`config.mk`:
```
export PLATFORM = sky130hd
export DESIGN_NAME = pipe_skid_reg
export DESIGN_NICKNAME = d
export VERILOG_FILES = /design/src/rtl/pipe_pkg.sv /design/src/rtl/pipe_entry_reg.sv /design/src/rtl/pipe_skid_reg.sv
export SDC_FILE = /design/constraint.sdc
export NUM_CORES = 1
export LEC_CHECK = 0
export ABC_CLOCK_PERIOD_IN_PS = 2800
export BUFFER_PORTS_ARGS = -buffer_cell sky130_fd_sc_hd__buf_4
export CORE_ASPECT_RATIO = 0.7
export CORE_MARGIN = 8
export CORE_UTILIZATION = 32
export DETAILED_ROUTE_END_ITERATION = 16
export GPL_TIMING_DRIVEN = 0
export SLEW_MARGIN = 40
export SYNTH_ARGS = -nofsm -noshare
export SYNTH_HDL_FRONTEND = slang
export SYNTH_HIERARCHICAL = 1
export SYNTH_SLANG_ARGS = --single-unit
```
`constraint.sdc`:
```
create_clock -name clk -period 2.8 [get_ports clk]
set_clock_uncertainty 0.15 [all_clocks]
set_input_delay 0.56 -clock clk [delete_from_list [all_inputs] [get_ports clk]]
set_output_delay 0.56 -clock clk [all_outputs]
set_load 0.005 [all_outputs]
```
`src/rtl/pipe_pkg.sv`:
```
// pipe_pkg: shared constants and control-bundle packing for the core's stage registers
package pipe_pkg;
  localparam int CTRL_W = 8;
  localparam logic [31:0] NOP_INSN = 32'h00000013;
  localparam int REG_WE_BIT = 0;
  localparam int DMEM_SEL_LSB = 1;
  localparam int LOAD_SEL_LSB = 3;
  localparam int WB_SEL_LSB = 6;
  function automatic logic [CTRL_W-1:0] pack_ctrl(input logic reg_we, input logic [1:0] dmem_sel,
                                                  input logic [2:0] load_sel, input logic [1:0] wb_sel);
    logic [CTRL_W-1:0] c;
    c = '0;
    c[REG_WE_BIT] = reg_we;
    c[DMEM_SEL_LSB +: 2] = dmem_sel;
    c[LOAD_SEL_LSB +: 3] = load_sel;
    c[WB_SEL_LSB +: 2] = wb_sel;
    return c;
  endfunction
endpackage

```
`src/rtl/pipe_entry_reg.sv`:
```
// pipe_entry_reg: valid+insn+data+ctrl register with load enable and sync clear of valid
module pipe_entry_reg
  import pipe_pkg::*;
#(
  parameter int DW = 96,
  parameter int CW = 8,
  parameter logic [31:0] RST_INSN = NOP_INSN
) (
  input  logic          clk,
  input  logic          rst,
  input  logic          ld,
  input  logic          clr,
  input  logic [31:0]   d_insn,
  input  logic [DW-1:0] d_data,
  input  logic [CW-1:0] d_ctrl,
  output logic          q_valid,
  output logic [31:0]   q_insn,
  output logic [DW-1:0] q_data,
  output logic [CW-1:0] q_ctrl
);
  always_ff @(posedge clk) begin
    if (rst) begin
      q_valid <= 1'b0;
      q_insn <= RST_INSN;
      q_data <= '0;
      q_ctrl <= '0;
    end else if (ld) begin
      q_valid <= 1'b1;
      q_insn <= d_insn;
      q_data <= d_data;
      q_ctrl <= d_ctrl;
    end else if (clr) begin
      q_valid <= 1'b0;
    end
  end
endmodule

```
`src/rtl/pipe_skid_reg.sv`:
```
// pipe_skid_reg: elastic stage register with two-entry skid buffer, flush and occupancy
module pipe_skid_reg #(
  parameter int DATA_W = 96,
  parameter int CTRL_W = pipe_pkg::CTRL_W,
  parameter logic [31:0] NOP_INSN = pipe_pkg::NOP_INSN
) (
  input  logic              clk,
  input  logic              rst,
  input  logic              flush,
  input  logic              in_valid,
  output logic              in_ready,
  input  logic [31:0]       in_insn,
  input  logic [DATA_W-1:0] in_data,
  input  logic [CTRL_W-1:0] in_ctrl,
  output logic              out_valid,
  input  logic              out_ready,
  output logic [31:0]       out_insn,
  output logic [DATA_W-1:0] out_data,
  output logic [CTRL_W-1:0] out_ctrl,
  output logic [1:0]        occupancy
);
  logic m_valid, s_valid, acc, fire, m_ld, m_clr, s_ld, s_clr;
  logic [31:0] m_insn, s_insn, m_d_insn;
  logic [DATA_W-1:0] s_data, m_d_data;
  logic [CTRL_W-1:0] m_ctrl, s_ctrl, m_d_ctrl;
  assign in_ready = !s_valid;
  assign acc = in_valid & in_ready;
  assign fire = m_valid & out_ready;
  // skid entry drains into main first; otherwise main takes the input whenever it frees up
  assign m_ld = !flush & ((s_valid & fire) | (acc & (!m_valid | fire)));
  assign m_clr = flush | fire;
  assign s_ld = !flush & m_valid & !fire & acc;
  assign s_clr = flush | (s_valid & fire);
  assign m_d_insn = s_valid ? s_insn : in_insn;
  assign m_d_data = s_valid ? s_data : in_data;
  assign m_d_ctrl = s_valid ? s_ctrl : in_ctrl;
  pipe_entry_reg #(.DW(DATA_W), .CW(CTRL_W), .RST_INSN(NOP_INSN)) u_main (
    .clk(clk), .rst(rst), .ld(m_ld), .clr(m_clr),
    .d_insn(m_d_insn), .d_data(m_d_data), .d_ctrl(m_d_ctrl),
    .q_valid(m_valid), .q_insn(m_insn), .q_data(out_data), .q_ctrl(m_ctrl)
  );
  pipe_entry_reg #(.DW(DATA_W), .CW(CTRL_W), .RST_INSN(NOP_INSN)) u_skid (
    .clk(clk), .rst(rst), .ld(s_ld), .clr(s_clr),
    .d_insn(in_insn), .d_data(in_data), .d_ctrl(in_ctrl),
    .q_valid(s_valid), .q_insn(s_insn), .q_data(s_data), .q_ctrl(s_ctrl)
  );
  assign out_valid = m_valid;
  assign out_insn = m_valid ? m_insn : NOP_INSN;
  assign out_ctrl = m_valid ? m_ctrl : '0;
  assign occupancy = {1'b0, m_valid} + {1'b0, s_valid};
endmodule
```
==> impl_metrics.env, run 1 <==
export IMPL_worstSetupPathType="reg -> out"
export IMPL_finalHoldViolations=0
export IMPL_drtIter0Drc=368
export IMPL_core_area_sq_mm=0.0381
export IMPL_gp_congestion=0.763
export IMPL_synth_top_flop_cell="dfxtp_1"
export IMPL_path_max_fanout=12
export IMPL_antenna_found_initial=0
export IMPL_synth_edff_count=0
export IMPL_synth_area_sq_mm=0.0123
export IMPL_path_clk_slew_ns=0.06
export IMPL_firstDrtPassIters=4
export IMPL_drv_slew=0
export IMPL_relSlewSlack_pct=58.0
export IMPL_grt_overflow=0
export IMPL_wl_per_cell_um=17.7
export IMPL_placed_area_sq_mm=0.0150
export IMPL_num_fill_cells=3702
export IMPL_synth_nets=1233
export IMPL_synth_top_area_cell="dfxtp_1"
export IMPL_ys_top_cells_by_area="dfxtp_1 (45%), mux2i_1 (22%), mux2_4 (12%)"
export IMPL_grt_max_degree=15
export IMPL_rr_worst_depth=10
export IMPL_ys_ff_latch=274
export IMPL_hpwl_um=25200
export IMPL_viasPerCell=4.47
export IMPL_synthArstFlopShare_pct=0
export IMPL_r2r_end="u_main/q_data[74]"
export IMPL_cellPowerDensity_mw_per_mm2=562
export IMPL_dieArea_sq_mm=0.0450
export IMPL_ys_seq_area_share_pct=44.6
export IMPL_use_met1_pct=19.6
export IMPL_rsz0062_at_grt="no"
export IMPL_grt_busiest_layer="met2"
export IMPL_fin_crit_sh_pct=94.5
export IMPL_setup_worst_path_start_class="flip-flop"
export IMPL_arrival_ns=1.93
export IMPL_synth_commonest_cells="dfxtp_1 (274), mux2i_1 (266), nor2_1 (266)"
export IMPL_r2r_start="u_skid/q_valid"
export IMPL_die_y_um=180
export IMPL_timing_fmax_mhz=378
export IMPL_grtUsageMet2_pct=23.7
export IMPL_yosysMostFrequentCell="dfxtp_1"
export IMPL_synth_top_area_share_pct=44.6
export IMPL_grt_pass1_wl_um=52600
export IMPL_design_area_sq_mm=0.0160
export IMPL_root_buffer="clkbuf_16"
export IMPL_initial_utilization_pct=32.2
export IMPL_leakagePower_nw=6.62
export IMPL_period_needed_ns=2.64
export IMPL_yosysWarnings=6
export IMPL_timing_reg2reg_setup_slack_ns=0.26
export IMPL_num_vias=8580
export IMPL_drive_above_1_share_pct=37.3
export IMPL_hold_path_class="in -> reg"
export IMPL_avgSynthCellArea_sq_um=11.3
export IMPL_detail_route_antenna_nets=0
export IMPL_io_buffers=279
export IMPL_holdCritStartpoint="in_insn[4]"
export IMPL_synth_cell_type_count=24
export IMPL_fin_tns_setup_ns=0
export IMPL_grt_pass1_vias=8994
export IMPL_hold_path_end="u_skid/q_insn[4]"
export IMPL_gr_usage_all_layers_pct=14.5
export IMPL_clockBufferDepth=3
export IMPL_final_nets=1543
export IMPL_cp_end_kind="primary output"
export IMPL_setup_viol=0
export IMPL_cts_buffers=29
export IMPL_drc=0
export IMPL_synth_cells=1091
export IMPL_cts_tree="yes"
export IMPL_post_cts_buffers=0
export IMPL_max_cap_violations=0
export IMPL_io_pins=281
export IMPL_htreeDepth=1
export IMPL_rows=60
export IMPL_drt_wl_total_um=34100
export IMPL_setup_slack_ns=0.155
export IMPL_cts_sinks=274
export IMPL_insertion_delay_ns=0.55
export IMPL_syn2layout_area_growth_pct=30.1
export IMPL_worst_pin_slew_ns=0.629
export IMPL_dp_slack_ns=0.268
export IMPL_worstHoldPathCells=2
export IMPL_required_ns=2.09
export IMPL_irDropWorstVdd_mv=0.379
export IMPL_status="finished clean"
export IMPL_dieWidth_um=250
export IMPL_use_met3_pct=3.11
## critical path: stages, from the launching register on
cell and delay [ns]:
dfxtp_1 0.67, clkbuf_2 0.35, and2_1 0.23, buf_4 0.13
## what timing repair did
item,4_1_cts,5_1_grt
endpoints found under the setup margin,16,0
hold buffers,0,0
hold endpoints to repair,0,0
gates resized for setup,2,0
## flip-flops by register name (all words and copies together) (netlist names)
name / count
u_skid/q_valid: 1
u_main/q_valid: 1
u_main/q_ctrl: 8
u_skid/q_data: 96
u_skid/q_ctrl: 8
u_main/q_insn: 32
u_main/q_data: 96
u_skid/q_insn: 32
## routing by layer
metal	up-vias	part of all wire (%)
met3	30	5.0
met1	4072	48
met2	176	45
li1	4302	-
met4	0	1.8
met5	-	0
## power by group
group | internal, mW | switching (mW)
Combinational | 0.548 | 0.411
Clock | 2.34 | 1.61
Sequential | 4.02 | 0.0680
## area by class of cell
cell class,count,area (sq um),share of cell area (%)
multi-input combinational,731,6010,37.6
sequential,274,5490,34.3
timing repair buffer,279,2090,13.1
clock buffer,44,882,5.51
buffer,82,787,4.92
tap,496,621,3.88
clock inverter,8,98.8,0.618
inverter,4,15.0,0.0939
antenna,2,5.00,0.0313
## through the flow
step                      total power, mW  cells  hold WS [ns]  utilization (%)
final                                9.00   1920        0.0804             41.9
after global routing                 9.40   1918        0.0591             41.9
after CTS                            9.15   1918        0.0458             41.9
after detailed placement             5.14   1866         0.329             39.4
after global placement               5.13   1866         0.316             39.4
after floorplan                      4.69   1091         0.302                -
## layout by cell type (no fill, tap or decap), types with 2 or more instances in the layout
cell type,n
clkbuf_16,29
diode_2,2
dfxtp_1,274
buf_6,15
mux2_2,39
nand2b_1,5
a21oi_1,2
inv_1,4
mux2_4,97
buf_4,280
clkinv_2,3
and2b_2,6
buf_12,4
bufinv_16,2
buf_8,25
clkbuf_8,10
clkbuf_1,29
clkbuf_2,2
mux2i_1,266
a211o_1,6
nor2_1,266
clkinvlp_4,2
buf_2,11
and2_1,37
## logic make-up (layout without fill, tap and decap cells)
logic type | Yosys count | in the layout | synth area share, %
mux | 402 | 402 | 37.1
simple gates | 317 | 317 | 10.9
flops | 274 | 274 | 44.6
buf+inv | 86 | 417 | 6.50
compound gates | 11 | 11 | 0.763
fa+ha+maj | 1 | 1 | 0.102
other cells | 0 | 2 | 0
## how the worst max path moves through the flow
| stage | from | endpoint | depth (start not counted) |
|---|---|---|---|
| global placement | u_skid/q_valid | u_main/q_ctrl[6] | 10 |
| finish | u_main/q_valid | out_insn[2] | 3 |
| global route | u_main/q_valid | out_insn[20] | 3 |
| detailed placement | u_skid/q_valid | u_main/q_data[1] | 10 |
| floorplan | u_skid/q_valid | u_main/q_ctrl[2] | 10 |
| CTS | u_main/q_valid | out_insn[16] | 3 |
Power figures use the tool's default switching activity.
==> run 2: changes to the inputs <==
--- a/config.mk
+++ b/config.mk
@@ -7,7 +7,7 @@
 export LEC_CHECK = 0
 export ABC_CLOCK_PERIOD_IN_PS = 2800
 export BUFFER_PORTS_ARGS = -buffer_cell sky130_fd_sc_hd__buf_4
-export CORE_ASPECT_RATIO = 0.7
+export CORE_ASPECT_RATIO = 2
 export CORE_MARGIN = 8
 export CORE_UTILIZATION = 32
 export DETAILED_ROUTE_END_ITERATION = 16
==> run 2 against run 1 <==
Net effect:
- hold slack better by 0.0095 ns
- clock-buffer cell count is 7 lower
- sequential cell count stayed put
- register-to-register slack better by 0.17 ns
- largest cell class unchanged
==> impl_metrics.env, run 2 (synthesized netlist as in run 1, its figures left out) <==
export IMPL_status="finished clean"
export IMPL_max_cap_violations=0
export IMPL_post_route_util_pct=41.9
export IMPL_cts_hold_buffers=0
export IMPL_setup_worst_path_start_class="flip-flop"
export IMPL_gr_usage_all_layers_pct=14.8
export IMPL_crit_slowest_cell="dfxtp_2"
export IMPL_grt_pass1_vias=9318
export IMPL_antenna_found_initial=3
export IMPL_viasPerCell=4.57
export IMPL_timing_fmax_mhz=399
export IMPL_use_met3_pct=3.46
export IMPL_design_area_sq_mm=0.0159
export IMPL_irDropWorstVdd_mv=0.446
export IMPL_grt_busiest_layer="met2"
export IMPL_detail_route_antenna_nets=0
export IMPL_path_cells="clkbuf_1 > and2_1 > buf_4"
export IMPL_io_pins=281
export IMPL_seqPwrFrac_pct=46.5
export IMPL_hpwl_um=27200
export IMPL_instances_no_fill=1883
export IMPL_cts_tree="yes"
export IMPL_grt_overflow=0
export IMPL_core_area_sq_mm=0.0379
export IMPL_cp_top_family="buffers and inverters"
export IMPL_leakagePower_nw=6.58
export IMPL_drt_wl_total_um=34300
export IMPL_drtIter0Drc=163
export IMPL_setup_viol=0
export IMPL_gp_congestion=0.760
export IMPL_root_buffer="clkbuf_16"
export IMPL_rows=101
export IMPL_path_clk_slew_ns=0.07
export IMPL_post_cts_buffers=0
export IMPL_dieWidth_um=155
export IMPL_drc=0
export IMPL_relSlewSlack_pct=58.6
export IMPL_clkPwrFrac_pct=42.6
export IMPL_grt_max_degree=16
export IMPL_cellPowerDensity_mw_per_mm2=553
export IMPL_total_power_mw=8.78
export IMPL_hold_path_class="in -> reg"
export IMPL_required_ns=2.09
export IMPL_die_y_um=293
export IMPL_placed_area_sq_mm=0.0150
export IMPL_htreeDepth=1
export IMPL_power_switching_mw=2.03
export IMPL_dp_slack_ns=0.337
export IMPL_dieArea_sq_mm=0.0453
export IMPL_cp_end_kind="primary output"
export IMPL_cts_buffers=26
export IMPL_wl_per_cell_um=18.2
export IMPL_worstSetupPathType="reg -> out"
export IMPL_num_vias=8614
export IMPL_grt_pass1_wl_um=52800
export IMPL_syn2layout_area_growth_pct=29.2
export IMPL_fin_tns_setup_ns=0
export IMPL_clockBufferDepth=3
export IMPL_drive_above_1_share_pct=37.2
export IMPL_rsz0062_at_grt="no"
export IMPL_fin_crit_sh_pct=89.6
export IMPL_initial_utilization_pct=32.4
export IMPL_grtUsageMet2_pct=30.9
export IMPL_setup_slack_ns=0.292
export IMPL_cpPeakStageDelay_ns=0.50
export IMPL_finalHoldViolations=0
export IMPL_reg_largest_list="u_main/q_data x96, u_skid/q_data x96"
export IMPL_final_cell_mix="buf_4 (280), dfxtp_1 (273), mux2i_1 (266), nor2_1 (266), mux2_4 (97)"
export IMPL_power_internal_mw=6.74
export IMPL_cts_resized=2
export IMPL_arrival_ns=1.80
export IMPL_holdWs_ns=0.0898
export IMPL_final_common_cell="buf_4"
export IMPL_insertion_delay_ns=0.55
export IMPL_path_max_fanout=12
export IMPL_place_inst=1833
export IMPL_use_met1_pct=13.1
export IMPL_firstDrtPassIters=4
export IMPL_io_buffers=279
export IMPL_period_needed_ns=2.51
export IMPL_worst_pin_slew_ns=0.621
export IMPL_path_buf_inv=2
export IMPL_final_nets=1540
export IMPL_cts_sinks=274
export IMPL_power_frac_comb_pct=10.8
export IMPL_drv_slew=0
export IMPL_p_sw_share_pct=23.1
run 2: cell count changes in the layout (fill, tap and decap cells not counted):
cell        previous run  this run
clkinv_2               3         4
clkbuf_8              10         5
dfxtp_1              274       273
clkbuf_16             29        27
dfxtp_2                0         1
clkinv_4               0         1
bufinv_16              2         3
clkinvlp_4             2         3
inv_6                  1         0
run 2: layout make-up:
| class | instances | area [sq um] |
|---|---|---|
| Antenna cell | 2 | 5.00 |
| Fill cell | 3688 | 22000 |
| Clock buffer | 37 | 763 |
| Timing Repair Buffer | 279 | 2090 |
| Tap cell | 463 | 579 |
| Multi-Input combinational cell | 731 | 6010 |
| Buffer | 82 | 787 |
| Clock inverter | 11 | 141 |
| Sequential cell | 274 | 5490 |
| Inverter | 4 | 15.0 |
run 2: power by group through the flow:
stage	logic [mW]	clock network, mW	registers, mW
3_5_place_dp	0.973	0	4.17
5_1_grt	1.04	4.05	4.10
2_1_floorplan	0.529	0	4.16
4_1_cts	0.976	3.90	4.09
6_report	0.950	3.74	4.08
3_3_place_gp	0.958	0	4.17
run 2: final timing paths:
kind                           from  slack [ns]  depth (start not counted)                end
hold / removal           in_insn[4]        0.09                          2   u_skid/q_insn[4]
setup / recovery     u_main/q_valid        0.29                          3        out_ctrl[1]
hold reg to reg   u_main/q_insn[10]        0.34                          2  u_main/q_insn[10]
setup reg to reg     u_skid/q_valid        0.43                         10   u_main/q_data[6]
run 2: routing by layer:
layer | wire (um) | vias to the layer above
li1 | - | 4285
met1 | 11600 | 4083
met2 | 19700 | 199
met3 | 2040 | 45
met4 | 996 | 2
met5 | 13 | -
==> run 3: changes to the inputs <==
--- a/config.mk
+++ b/config.mk
@@ -12,6 +12,7 @@
 export CORE_UTILIZATION = 32
 export DETAILED_ROUTE_END_ITERATION = 16
 export GPL_TIMING_DRIVEN = 0
+export RECOVER_POWER = 50
 export SLEW_MARGIN = 40
 export SYNTH_ARGS = -nofsm -noshare
 export SYNTH_HDL_FRONTEND = slang
==> run 3 against run 2 <==
Net effect:
- global-route usage unchanged
- core utilization decreased by 0.48 points
- sequential cell count unchanged
- design area decreased by 1.1%
- setup slack improved by 0.049 ns
==> impl_metrics.env, run 3 (synthesized netlist as in run 1, its figures left out) <==
export IMPL_grt_overflow=0
export IMPL_multi_input_area_sq_mm=0.00600
export IMPL_arrival_ns=2.71
export IMPL_dieArea_sq_mm=0.0453
export IMPL_r2r_start="u_skid/q_valid"
export IMPL_final_nets=1540
export IMPL_gr_usage_all_layers_pct=14.8
export IMPL_drive_above_1_share_pct=33.9
export IMPL_path_buf_inv=6
export IMPL_syn2layout_area_growth_pct=27.7
export IMPL_cts_hold_buffers=0
export IMPL_viasPerCell=4.57
export IMPL_firstDrtPassIters=4
export IMPL_num_vias=8610
export IMPL_rows=101
export IMPL_drt_wl_total_um=34300
export IMPL_seq_area_sq_mm=0.00549
export IMPL_hold_path_end="u_skid/q_insn[4]"
export IMPL_required_ns=3.05
export IMPL_initial_utilization_pct=32.4
export IMPL_relSlewSlack_pct=58.4
export IMPL_power_internal_mw=6.72
export IMPL_p_sw_share_pct=23.2
export IMPL_root_buffer="clkbuf_16"
export IMPL_final_common_cell="dfxtp_1"
export IMPL_leakagePower_nw=6.36
export IMPL_power_frac_comb_pct=10.5
export IMPL_fin_crit_sh_pct=87.8
export IMPL_holdCritStartpoint="in_insn[4]"
export IMPL_grt_max_degree=16
export IMPL_gp_congestion=0.760
export IMPL_htreeDepth=1
export IMPL_path_cells="buf_4 > buf_6 > buf_8 > nand2_1 > a221oi_1 > buf_6 > buf_12 > buf_8 > mux2i_1 > nor2_1"
export IMPL_r2r_end="u_main/q_data[6]"
export IMPL_dieWidth_um=155
export IMPL_clockBufferDepth=3
export IMPL_timing_fmax_mhz=407
export IMPL_die_y_um=293
export IMPL_clkPwrFrac_pct=42.8
export IMPL_io_buffers=279
export IMPL_io_pins=281
export IMPL_path_max_fanout=10
export IMPL_drtIter0Drc=162
export IMPL_cpPeakStageDelay_ns=0.36
export IMPL_cts_resized=2
export IMPL_period_needed_ns=2.46
export IMPL_max_cap_violations=0
export IMPL_reg_largest_list="u_main/q_data x96, u_skid/q_data x96"
export IMPL_post_cts_buffers=0
export IMPL_setup_worst_path_start_class="flip-flop"
export IMPL_cts_buffers=26
export IMPL_rsz0062_at_grt="no"
export IMPL_power_switching_mw=2.03
export IMPL_cp_top_family="buffers and inverters"
export IMPL_grt_pass1_vias=9318
export IMPL_rr_worst_depth=10
export IMPL_wl_per_cell_um=18.2
export IMPL_finalHoldViolations=0
export IMPL_worst_pin_slew_ns=0.624
export IMPL_irDropWorstVdd_mv=0.456
export IMPL_crit_slowest_cell="dfxtp_1"
export IMPL_path_clk_slew_ns=0.07
export IMPL_cp_end_kind="flip-flop"
export IMPL_cts_sinks=274
export IMPL_antenna_found_initial=3
export IMPL_num_fill_cells=3743
export IMPL_cellPowerDensity_mw_per_mm2=557
export IMPL_worstSetupPathType="reg -> reg"
export IMPL_final_cell_mix="dfxtp_1 (273), mux2i_1 (266), nor2_1 (266), buf_4 (179), mux2_4 (97)"
export IMPL_detail_route_antenna_nets=0
export IMPL_seqPwrFrac_pct=46.7
export IMPL_hpwl_um=27200
export IMPL_status="finished clean"
export IMPL_drc=0
export IMPL_hold_path_class="in -> reg"
export IMPL_drv_slew=0
export IMPL_setup_viol=0
export IMPL_cts_tree="yes"
export IMPL_post_route_util_pct=41.4
export IMPL_fin_tns_setup_ns=0
export IMPL_timing_reg2reg_setup_slack_ns=0.34
export IMPL_core_area_sq_mm=0.0379
export IMPL_insertion_delay_ns=0.55
export IMPL_grt_pass1_wl_um=52800
export IMPL_worstHoldPathCells=2
-- run 3: metal layers --
metal | wire, um | GRT usage (%) | up-vias
met4 | 1040 | 5.50 | 2
li1 | - | - | 4289
met3 | 2050 | 3.46 | 48
met1 | 11600 | 13.1 | 4062
met2 | 19600 | 30.9 | 209
met5 | 13 | 0 | -
-- run 3: worst max path at each step --
stage	to	from	cells past startpoint	slack, ns
after detailed placement	u_main/q_data[83]	u_skid/q_valid	10	0.34
final	u_main/q_data[6]	u_skid/q_valid	10	0.34
after CTS	out_ctrl[1]	u_main/q_valid	3	0.04
after floorplan	u_main/q_ctrl[2]	u_skid/q_valid	10	0.79
after global routing	u_skid/q_data[5]	u_skid/q_valid	9	0.13
after global placement	u_main/q_data[5]	u_skid/q_valid	10	0.35
-- run 3: power by group through the flow --
stage	Sequential (mW)	Combinational, mW	Clock [mW]
floorplan	4.16	0.529	0
global placement	4.17	0.958	0
detailed placement	4.17	0.973	0
CTS	4.09	0.976	3.90
global route	4.10	1.01	4.05
finish	4.08	0.921	3.74
-- run 3: layout make-up --
type / count / share of cell area, %
multi-input combinational: 731 / 38.2
sequential: 274 / 35.0
timing repair buffer: 279 / 12.3
buffer: 82 / 4.97
clock buffer: 37 / 4.86
tap: 463 / 3.69
clock inverter: 11 / 0.901
inverter: 4 / 0.0956
antenna: 2 / 0.0319
-- run 3: stage by stage --
step | hold slack, ns | instances | area, sq um | setup WS (ns) | total power [mW]
after floorplan | 0.302 | 1091 | 12300 | 0.786 | 4.69
after global placement | 0.316 | 1833 | 15000 | 0.354 | 5.13
after detailed placement | 0.326 | 1833 | 15000 | 0.337 | 5.15
after CTS | 0.0562 | 1881 | 15900 | 0.0417 | 8.96
after global routing | 0.0727 | 1882 | 15700 | 0.134 | 9.15
final | 0.0888 | 1883 | 15700 | 0.341 | 8.74
